--- config.mk ---
export PLATFORM = sky130hd
export DESIGN_NAME = sram_arbiter_flat
export DESIGN_NICKNAME = d
export VERILOG_FILES = /design/src/rtl/sram_arbiter_if.sv /design/src/rtl/sram_arbiter.sv /design/src/flat_wrapper.sv
export SDC_FILE = /design/constraint.sdc
export NUM_CORES = 1
export LEC_CHECK = 0
export BUFFER_PORTS_ARGS = -buffer_cell sky130_fd_sc_hd__buf_2
export CORE_AREA = 2 2 126 128
export CTS_BUF_LIST = sky130_fd_sc_hd__clkbuf_4 sky130_fd_sc_hd__clkbuf_8
export DETAILED_ROUTE_END_ITERATION = 12
export DIE_AREA = 0 0 128 130
export HOLD_SLACK_MARGIN = 0.08
export SYNTH_ARGS = -nofsm -noshare
export SYNTH_HDL_FRONTEND = slang
export SYNTH_SLANG_ARGS = --single-unit
--- constraint.sdc ---
create_clock -name clk -period 5.8 [get_ports clk]
set_clock_uncertainty 0.2 [all_clocks]
set_input_delay 0.58 -clock clk [delete_from_list [all_inputs] [get_ports clk]]
set_output_delay 0.58 -clock clk [all_outputs]
set_load 0.01 [all_outputs]
--- src/rtl/sram_arbiter_if.sv ---
// SRAM-like request/response channel.
// A requester drives req/wr/size/wstrb/addr/wdata and receives addr_ok (request
// accepted), data_ok (response returned) and rdata. The "master" modport is the
// side that issues requests; "slave" is the side that accepts them.
interface sram_arbiter_if;
    logic        req;
    logic        wr;
    logic [1:0]  size;
    logic [3:0]  wstrb;
    logic [31:0] addr;
    logic [31:0] wdata;
    logic        addr_ok;
    logic        data_ok;
    logic [31:0] rdata;

    modport master (
        output req, wr, size, wstrb, addr, wdata,
        input  addr_ok, data_ok, rdata
    );

    modport slave (
        input  req, wr, size, wstrb, addr, wdata,
        output addr_ok, data_ok, rdata
    );
endinterface

--- src/rtl/sram_arbiter.sv ---
// Two-requester arbiter onto one shared SRAM-like channel.
// The data requester has fixed priority over the instruction requester. A grant
// that has been presented downstream but not yet accepted is locked until it is
// accepted or withdrawn. A small owner FIFO records who each accepted
// transaction belongs to, so in-order responses are steered back to the right
// requester with no added latency.
// Ports:
//   clk, resetn  clock; asynchronous active-low reset
//   inst_sram    instruction requester (slave side of the channel)
//   data_sram    data requester (slave side of the channel)
//   sram         shared downstream channel (master side)
//   err_unexp    sticky: a response arrived with nothing outstanding
module sram_arbiter #(
    parameter int unsigned OT_DEPTH = 4
) (
    input  logic           clk,
    input  logic           resetn,
    sram_arbiter_if.slave  inst_sram,
    sram_arbiter_if.slave  data_sram,
    sram_arbiter_if.master sram,
    output logic           err_unexp
);
    localparam int unsigned PtrW = (OT_DEPTH > 1) ? $clog2(OT_DEPTH) : 1;
    localparam int unsigned CntW = PtrW + 1;
    localparam logic [CntW-1:0] CntFull = CntW'(OT_DEPTH);

    typedef enum logic [1:0] {StFree, StLockI, StLockD} state_e;

    state_e            state_q, state_d;
    logic              grant_data;
    logic              gnt_req;
    logic              ot_full;
    logic              ot_empty;
    logic              accept;
    logic              push;
    logic              pop;
    logic              head;
    logic [OT_DEPTH-1:0] owner_q;
    logic [PtrW-1:0]   wptr_q, rptr_q;
    logic [CntW-1:0]   count_q;
    logic              err_q;

    // Grant selection: data wins when free; a locked grant ignores the other side.
    always_comb begin
        grant_data = data_sram.req;
        unique case (state_q)
            StLockI: grant_data = 1'b0;
            StLockD: grant_data = 1'b1;
            default: grant_data = data_sram.req;
        endcase
    end

    assign gnt_req  = grant_data ? data_sram.req : inst_sram.req;
    assign ot_full  = (count_q == CntFull);
    assign ot_empty = (count_q == '0);

    // Downstream request is a pure mux of the granted requester.
    assign sram.req   = gnt_req & ~ot_full;
    assign sram.wr    = grant_data ? data_sram.wr    : inst_sram.wr;
    assign sram.size  = grant_data ? data_sram.size  : inst_sram.size;
    assign sram.wstrb = grant_data ? data_sram.wstrb : inst_sram.wstrb;
    assign sram.addr  = grant_data ? data_sram.addr  : inst_sram.addr;
    assign sram.wdata = grant_data ? data_sram.wdata : inst_sram.wdata;

    assign accept            = sram.req & sram.addr_ok;
    assign inst_sram.addr_ok = accept & ~grant_data;
    assign data_sram.addr_ok = accept &  grant_data;

    // Responses return in acceptance order; the FIFO head names the owner.
    assign push = accept;
    assign pop  = sram.data_ok & ~ot_empty;
    assign head = owner_q[rptr_q];

    assign inst_sram.data_ok = pop & ~head;
    assign data_sram.data_ok = pop &  head;
    assign inst_sram.rdata   = sram.rdata;
    assign data_sram.rdata   = sram.rdata;
    assign err_unexp         = err_q;

    always_comb begin
        state_d = state_q;
        unique case (state_q)
            StFree: begin
                if (sram.req && !sram.addr_ok) begin
                    state_d = grant_data ? StLockD : StLockI;
                end
            end
            StLockI: if (accept || !inst_sram.req) state_d = StFree;
            StLockD: if (accept || !data_sram.req) state_d = StFree;
            default: state_d = StFree;
        endcase
    end

    always_ff @(posedge clk or negedge resetn) begin
        if (!resetn) begin
            state_q <= StFree;
        end else begin
            state_q <= state_d;
        end
    end

    // Pointers wrap naturally because OT_DEPTH is a power of two.
    always_ff @(posedge clk or negedge resetn) begin
        if (!resetn) begin
            owner_q <= '0;
            wptr_q  <= '0;
            rptr_q  <= '0;
            count_q <= '0;
            err_q   <= 1'b0;
        end else begin
            if (push) begin
                owner_q[wptr_q] <= grant_data;
                wptr_q          <= wptr_q + PtrW'(1);
            end
            if (pop) begin
                rptr_q <= rptr_q + PtrW'(1);
            end
            unique case ({push, pop})
                2'b10:   count_q <= count_q + CntW'(1);
                2'b01:   count_q <= count_q - CntW'(1);
                default: count_q <= count_q;
            endcase
            if (sram.data_ok && ot_empty) begin
                err_q <= 1'b1;
            end
        end
    end
endmodule

--- src/flat_wrapper.sv ---
// flat-port wrapper written by rule: the top's interface ports become plain ports
module sram_arbiter_flat 
#(
    parameter int unsigned OT_DEPTH = 4
)
  (clk, resetn, err_unexp, inst_sram_req, inst_sram_wr, inst_sram_size, inst_sram_wstrb, inst_sram_addr, inst_sram_wdata, inst_sram_addr_ok, inst_sram_data_ok, inst_sram_rdata, data_sram_req, data_sram_wr, data_sram_size, data_sram_wstrb, data_sram_addr, data_sram_wdata, data_sram_addr_ok, data_sram_data_ok, data_sram_rdata, sram_req, sram_wr, sram_size, sram_wstrb, sram_addr, sram_wdata, sram_addr_ok, sram_data_ok, sram_rdata);
  sram_arbiter_if inst_sram_i ();
  sram_arbiter_if data_sram_i ();
  sram_arbiter_if sram_i ();
  input  logic clk;
  input  logic resetn;
  output logic err_unexp;
  input wire logic [$bits(inst_sram_i.req)-1:0] inst_sram_req;
  input wire logic [$bits(inst_sram_i.wr)-1:0] inst_sram_wr;
  input wire logic [$bits(inst_sram_i.size)-1:0] inst_sram_size;
  input wire logic [$bits(inst_sram_i.wstrb)-1:0] inst_sram_wstrb;
  input wire logic [$bits(inst_sram_i.addr)-1:0] inst_sram_addr;
  input wire logic [$bits(inst_sram_i.wdata)-1:0] inst_sram_wdata;
  output wire logic [$bits(inst_sram_i.addr_ok)-1:0] inst_sram_addr_ok;
  output wire logic [$bits(inst_sram_i.data_ok)-1:0] inst_sram_data_ok;
  output wire logic [$bits(inst_sram_i.rdata)-1:0] inst_sram_rdata;
  input wire logic [$bits(data_sram_i.req)-1:0] data_sram_req;
  input wire logic [$bits(data_sram_i.wr)-1:0] data_sram_wr;
  input wire logic [$bits(data_sram_i.size)-1:0] data_sram_size;
  input wire logic [$bits(data_sram_i.wstrb)-1:0] data_sram_wstrb;
  input wire logic [$bits(data_sram_i.addr)-1:0] data_sram_addr;
  input wire logic [$bits(data_sram_i.wdata)-1:0] data_sram_wdata;
  output wire logic [$bits(data_sram_i.addr_ok)-1:0] data_sram_addr_ok;
  output wire logic [$bits(data_sram_i.data_ok)-1:0] data_sram_data_ok;
  output wire logic [$bits(data_sram_i.rdata)-1:0] data_sram_rdata;
  output wire logic [$bits(sram_i.req)-1:0] sram_req;
  output wire logic [$bits(sram_i.wr)-1:0] sram_wr;
  output wire logic [$bits(sram_i.size)-1:0] sram_size;
  output wire logic [$bits(sram_i.wstrb)-1:0] sram_wstrb;
  output wire logic [$bits(sram_i.addr)-1:0] sram_addr;
  output wire logic [$bits(sram_i.wdata)-1:0] sram_wdata;
  input wire logic [$bits(sram_i.addr_ok)-1:0] sram_addr_ok;
  input wire logic [$bits(sram_i.data_ok)-1:0] sram_data_ok;
  input wire logic [$bits(sram_i.rdata)-1:0] sram_rdata;
  assign inst_sram_i.req = inst_sram_req;
  assign inst_sram_i.wr = inst_sram_wr;
  assign inst_sram_i.size = inst_sram_size;
  assign inst_sram_i.wstrb = inst_sram_wstrb;
  assign inst_sram_i.addr = inst_sram_addr;
  assign inst_sram_i.wdata = inst_sram_wdata;
  assign inst_sram_addr_ok = inst_sram_i.addr_ok;
  assign inst_sram_data_ok = inst_sram_i.data_ok;
  assign inst_sram_rdata = inst_sram_i.rdata;
  assign data_sram_i.req = data_sram_req;
  assign data_sram_i.wr = data_sram_wr;
  assign data_sram_i.size = data_sram_size;
  assign data_sram_i.wstrb = data_sram_wstrb;
  assign data_sram_i.addr = data_sram_addr;
  assign data_sram_i.wdata = data_sram_wdata;
  assign data_sram_addr_ok = data_sram_i.addr_ok;
  assign data_sram_data_ok = data_sram_i.data_ok;
  assign data_sram_rdata = data_sram_i.rdata;
  assign sram_req = sram_i.req;
  assign sram_wr = sram_i.wr;
  assign sram_size = sram_i.size;
  assign sram_wstrb = sram_i.wstrb;
  assign sram_addr = sram_i.addr;
  assign sram_wdata = sram_i.wdata;
  assign sram_i.addr_ok = sram_addr_ok;
  assign sram_i.data_ok = sram_data_ok;
  assign sram_i.rdata = sram_rdata;
  sram_arbiter #(.OT_DEPTH(OT_DEPTH)) u_core (.clk(clk), .resetn(resetn), .inst_sram(inst_sram_i), .data_sram(data_sram_i), .sram(sram_i), .err_unexp(err_unexp));
endmodule
* After elaboration in Yosys (flattened, before gate mapping)
Index checks and enable logic that the tools add are counted.
Storage, ports and cells: flip-flop bits (word level) 14, output and inout bits 141, logic and storage cells 62
Cells by class: $add $sub $neg 4, order comparisons 3, equality and inequality tests 8, muxes and demuxes 18, bitwise gates (word level) 11, reductions and logical operators 12
Operators with widths (number):
- $mux W32 | 2
- $mux W2 | 5
- $and A1 B1 Y1 | 7
- $lt A2 B3 Y1 const B | 2
- $ne A2 B1 Y1 const B | 3
- $pmux W2 S3 | 1
- $pmux W3 S2 | 1
- $add A2 B1 Y2 const B | 2
- $bwmux W4 | 1
- $eq A2 B1 Y1 const B | 2
- $eq A2 B2 Y1 const B | 2
- $mux W1 | 4
- $mux W4 | 1
- $not A1 Y1 | 4
- $add A3 B1 Y3 const B | 1
- $eq A3 B3 Y1 const B | 1
- $logic_and A1 B1 Y1 | 3
- $logic_not A1 Y1 | 3
- $logic_not A3 Y1 | 1
- $reduce_and A3 Y1 | 1
- $sub A3 B1 Y3 const B | 1
- $bmux W1 S2 | 1
- $demux W1 S2 | 1
- $ge A2 B1 Y1 const B | 1
- 4 further kinds | 5

* Longest topological paths before layout
depth in word-level cells 8, mapped depth 11, mapped depth without buffers 11

* Worst setup path before layout
Ideal clock, no wire load.
path type register to register, from register u_core.state_q[0], to register u_core.count_q[2], arrival time 2.313 ns, required time 5.521 ns, slack 3.207 ns, stages on the path, launching flop included 11, path buffers 0, path through dfrtp_1 -> inv_1 -> ha_1 -> mux2_2 -> o21ai_2 -> ha_1 -> inv_1 -> fa_1 -> xor2_1 -> nor2_1 -> xor2_1
On the way: cells in the longest elaborated chain, start to end 7, elaborated cells on any way between the ends 10, those cells by class eq/ne: 4; mux: 3; bitwise: 2; reduce/logical: 1
RTL lines:
- start: declaration | RTL line sram_arbiter.sv:29 | state_e state_q, state_d;
- start signal: assignment | RTL line sram_arbiter.sv:96 | state_q <= StFree;
- start signal: assignment | RTL line sram_arbiter.sv:98 | state_q <= state_d;
- $eq A2 B2 Y1 / $eq A2 B1 Y1 (equally long branches) | RTL line sram_arbiter.sv:46 | unique case (state_q)
- $pmux W1 S2 * | RTL line sram_arbiter.sv:46
- $mux W1 * | RTL line sram_arbiter.sv:53 | assign gnt_req = grant_data ? data_sram.req : inst_sram.req;
- $and A1 B1 Y1 * | RTL line sram_arbiter.sv:58 | assign sram.req = gnt_req & ~ot_full;
- $and A1 B1 Y1 * | RTL line sram_arbiter.sv:65 | assign accept = sram.req & sram.addr_ok;
- $eq A2 B1 Y1 / $eq A2 B2 Y1 (equally long branches) | RTL line sram_arbiter.sv:118 | unique case ({push, pop})
- $pmux W3 S2 / $reduce_bool A2 Y1 (equally long branches)
- end signal: assignment | RTL line sram_arbiter.sv:119 | 2'b10: count_q <= count_q + CntW'(1);
- end signal: assignment | RTL line sram_arbiter.sv:120 | 2'b01: count_q <= count_q - CntW'(1);
- end signal: assignment | RTL line sram_arbiter.sv:121 | default: count_q <= count_q;
- end: declaration | RTL line sram_arbiter.sv:40 | logic [CntW-1:0] count_q;
Mark *: on every way between the ends. The rest lies on a longest branch, timed or not. A chain may end at the register's enable or synchronous reset.

* Worst setup path after layout
from register u_core.state_q[0], to output sram_wdata[7]
On the way: cells in the longest elaborated chain, start to end 3, elaborated cells on any way between the ends 4, those cells by class eq/ne: 2; mux: 2
RTL lines:
- $eq A2 B2 Y1 / $eq A2 B1 Y1 (equally long branches) | RTL line sram_arbiter.sv:46
- $pmux W1 S2 * | RTL line sram_arbiter.sv:46
- $mux W32 * | RTL line sram_arbiter.sv:63 | assign sram.wdata = grant_data ? data_sram.wdata : inst_sram.wdata;
- end: declaration | RTL line flat_wrapper.sv:36 | output wire logic [$bits(sram_i.wdata)-1:0] sram_wdata;
Marked as above.

==> results.sh <==
export IMPL_outcome="complete, no violations"
export IMPL_hold_violations=0
export IMPL_crit_path_cell_trace="inv_1 -> ha_1 -> mux2i_4 -> buf_4 -> nand2_1 -> nand2_1 -> buf_2"
export IMPL_rows=46
export IMPL_io_pins=321
export IMPL_setup_slack_ps=2190
export IMPL_synth_edff_count=0
export IMPL_tns_ps=0
export IMPL_synth_xor_area_share_pct=2.36
export IMPL_cp_end_kind="output port"
export IMPL_holdCritPathClass="flip-flop to flip-flop"
export IMPL_vias=2715
export IMPL_drt_pass1_iterations=4
export IMPL_worst_r2r_path_depth=11
export IMPL_path_class="flip-flop to output port"
export IMPL_post_cts_resized=0
export IMPL_synth_warnings=0
export IMPL_synth_distinct_cells=35
export IMPL_path_buf_inv=3
export IMPL_die_h_um=130
export IMPL_cts_buffer_depth=2
export IMPL_rsz0062_at_grt="no"
export IMPL_die_x_um=128
export IMPL_syn_inst=375
export IMPL_muxShareOfSynthArea_pct=2.64
export IMPL_cts_hold_fix_buffers=1
export IMPL_ys_seq_area_share_pct=15.7
export IMPL_reg2reg_slack_ps=2340
export IMPL_power_density_mw_per_mm2=397
export IMPL_maxSlewViolCount=0
export IMPL_synth_main_ff_cell="dfrtp_1"
export IMPL_post_place_cells=712
export IMPL_drt_first_iter_violations=86
export IMPL_cap_violations=0
export IMPL_cp_startpoint="u_core.state_q[0]"
export IMPL_slew_headroom_pct=40.7
export IMPL_worstSkewPairLatency_ps=240
export IMPL_critical_path_required_ps=5020
export IMPL_syn_mean_instance_area_um2=5.95
export IMPL_grt_start_max_net_pins=47
export IMPL_drt_wl_total_um=8900
export IMPL_async_reset_ff_share_pct=100
export IMPL_yosys_top_cells_area="nand2_1 37%, buf_4 22%, dfrtp_1 16%"
export IMPL_synth_compound_area_share_pct=5.33
export IMPL_htree_levels=1
export IMPL_die_area_mm2=0.0166
export IMPL_grt_antenna_before_repair=1
export IMPL_synth_top_family_by_area="simple AND/OR/NAND/NOR gates"
export IMPL_holdPathEnd="u_core.err_unexp"
export IMPL_cpMostUsedCell="nand2_1"
export IMPL_root_buffer="clkbuf_8"
export IMPL_worstPathMaxFanout=46
export IMPL_via_per_inst=3.79
export IMPL_wl_per_cell_um=12.4
export IMPL_synthSimpleGateAreaFrac_pct=42.3
export IMPL_crit_family="multiplexers"
export IMPL_drc=0
export IMPL_hpwl_um=7520
export IMPL_vdd_ir_drop_max_v=0.000101
export IMPL_cp_slowest_cell="mux2i_4"
export IMPL_grt_pass1_vias=2288
export IMPL_antenna_cells=0
export IMPL_cts_setup_buffers=0
export IMPL_path_clk_slew_ps=60
export IMPL_startpoint_type="flip-flop"
export IMPL_cts_tree="done"
export IMPL_holdWs_ps=267
export IMPL_synth_most_common_cell="nand2_1"
export IMPL_areaGrowthSynthToFinish_pct=40.5
export IMPL_yosys_area_top_type="nand2_1"
export IMPL_yosysTopAreaCellShare_pct=36.7
export IMPL_r2r_start="u_core.state_q[0]"
export IMPL_synth_fa_ha_area_share_pct=5.39
export IMPL_worst_slew_pin_slew_ps=871
export IMPL_grt_first_pass_wirelength_um=11700
export IMPL_place_ws_ps=2290
export IMPL_fmax_mhz=277
export IMPL_synth_area_mm2=0.00223
export IMPL_rr_endpoint="u_core.count_q[2]"
export IMPL_layout_min_cycle_time_ps=3610
export IMPL_ys_ff_latch=14
export IMPL_fin_crit_sh_pct=62.2
export IMPL_grt_util_all_layers_pct=9.18
export IMPL_gp_congestion=0.787
export IMPL_nets=715
export IMPL_yosys_top_cells_count="218 x nand2_1, 64 x buf_4, 14 x dfrtp_1, 9 x inv_1"
export IMPL_setup_viol=0
export IMPL_cpPeakStageDelay_ps=770
export IMPL_utilization_pct=20.3
export IMPL_worstPathArrival_ps=2830
export IMPL_fin_cells=717
export IMPL_globalRoute_totalOverflow=0
export IMPL_cts_sinks=14
export IMPL_coreArea_mm2=0.0154
export IMPL_p_leak_nw=1.96
export IMPL_cts_made_buffers=3
export IMPL_ant_nets=0
export IMPL_synthesis_nets=564
export IMPL_port_buffers=224
export IMPL_hold_start="u_core.err_unexp"
export IMPL_holdPathStages=1
export IMPL_start_util_pct=14.5
export IMPL_drive_above_1_share_pct=45.3
where the power goes:
| part | internal (mW) | switching (mW) | leakage, nW |
|---|---|---|---|
| combinational | 0.388 | 0.575 | 1.77 |
| clock | 0.0601 | 0.0351 | 0.0288 |
| sequential | 0.145 | 0.0391 | 0.166 |
flip-flops by register name, indices dropped and copies added, names as in the netlist:
name and cells:
u_core.wptr_q 2, u_core.count_q 3, u_core.err_unexp 1, u_core.owner_q 4, u_core.state_q 2, u_core.rptr_q 2
final cells by class:
class / count / area [um2]
clock buffers: 4 / 55.1
repair buffers: 227 / 1150
inverters: 9 / 33.8
multi-input cells: 271 / 1310
fillers: 1761 / 12300
flip-flops and latches: 14 / 350
well taps: 192 / 240
cell families after synthesis:
| family | after synthesis |
|---|---|
| XOR/XNOR | 6 |
| buffers and inverters | 90 |
| AO/OA/AOI/OAI | 14 |
| multiplexers | 4 |
| adder cells (fa/ha/maj) | 9 |
| flip-flops | 14 |
| AND/OR/NAND/NOR | 238 |
per-layer routing:
layer | vias up | wire length [um] | track usage, %
met3 | 33 | 947 | 2.79
met5 | - | 7 | 0
met4 | 2 | 337 | 3.88
met2 | 194 | 4080 | 16.4
met1 | 1096 | 3530 | 10.2
li1 | 1390 | - | -
worst max path at each step:
stage,end,slack [ps],depth (start not counted)
4_1_cts,sram_wdata[7],2110,7
2_1_floorplan,u_core.count_q[2],3210,10
3_3_place_gp,u_core.count_q[2],2340,11
5_1_grt,sram_wdata[7],1940,7
6_report,sram_wdata[7],2190,7
3_5_place_dp,u_core.count_q[2],2290,11
per-stage QoR:
| step | total power, mW | cell area (um2) |
|---|---|---|
| finish | 1.24 | 3130 |
| global route | 1.37 | 3130 |
| CTS | 1.27 | 3130 |
| detailed placement | 1.17 | 3070 |
| global placement | 1.17 | 3070 |
| floorplan | 0.828 | 2230 |
placed cells by master, fill, tap and decap left out, drive strengths merged:
cell,instances
buf,226
nand2,218
dfrtp,14
inv,9
ha,8
a32o,5
nor2,4
nand3,4
xnor2,4
clkbuf,4
nor3,3
o21ai,3
nand2b,2
xor2,2
a221o,2
mux2,2
mux2i,1
nor3b,1
and3b,1
or2,1
and3,1
mux4,1
and2,1
a21o,1
a211o,1
o211ai,1
nor2b,1
nand4,1
o22ai,1
fa,1
dlygate4sd3,1
worst reg2reg max path, delay by kind of cell, from the launching register on:
| kind | cells | cell delay (ps) |
|---|---|---|
| adders and majority gates | 3 | 970 |
| muxes | 1 | 630 |
| buffers and inverters | 3 | 530 |
| DFF | 1 | 400 |
| xor gates and xnor gates | 2 | 300 |
| AOI/OAI and AO/OA | 1 | 270 |
| and+or+nand+nor | 1 | 110 |
Note: power is estimated with default switching activity, not from simulation.
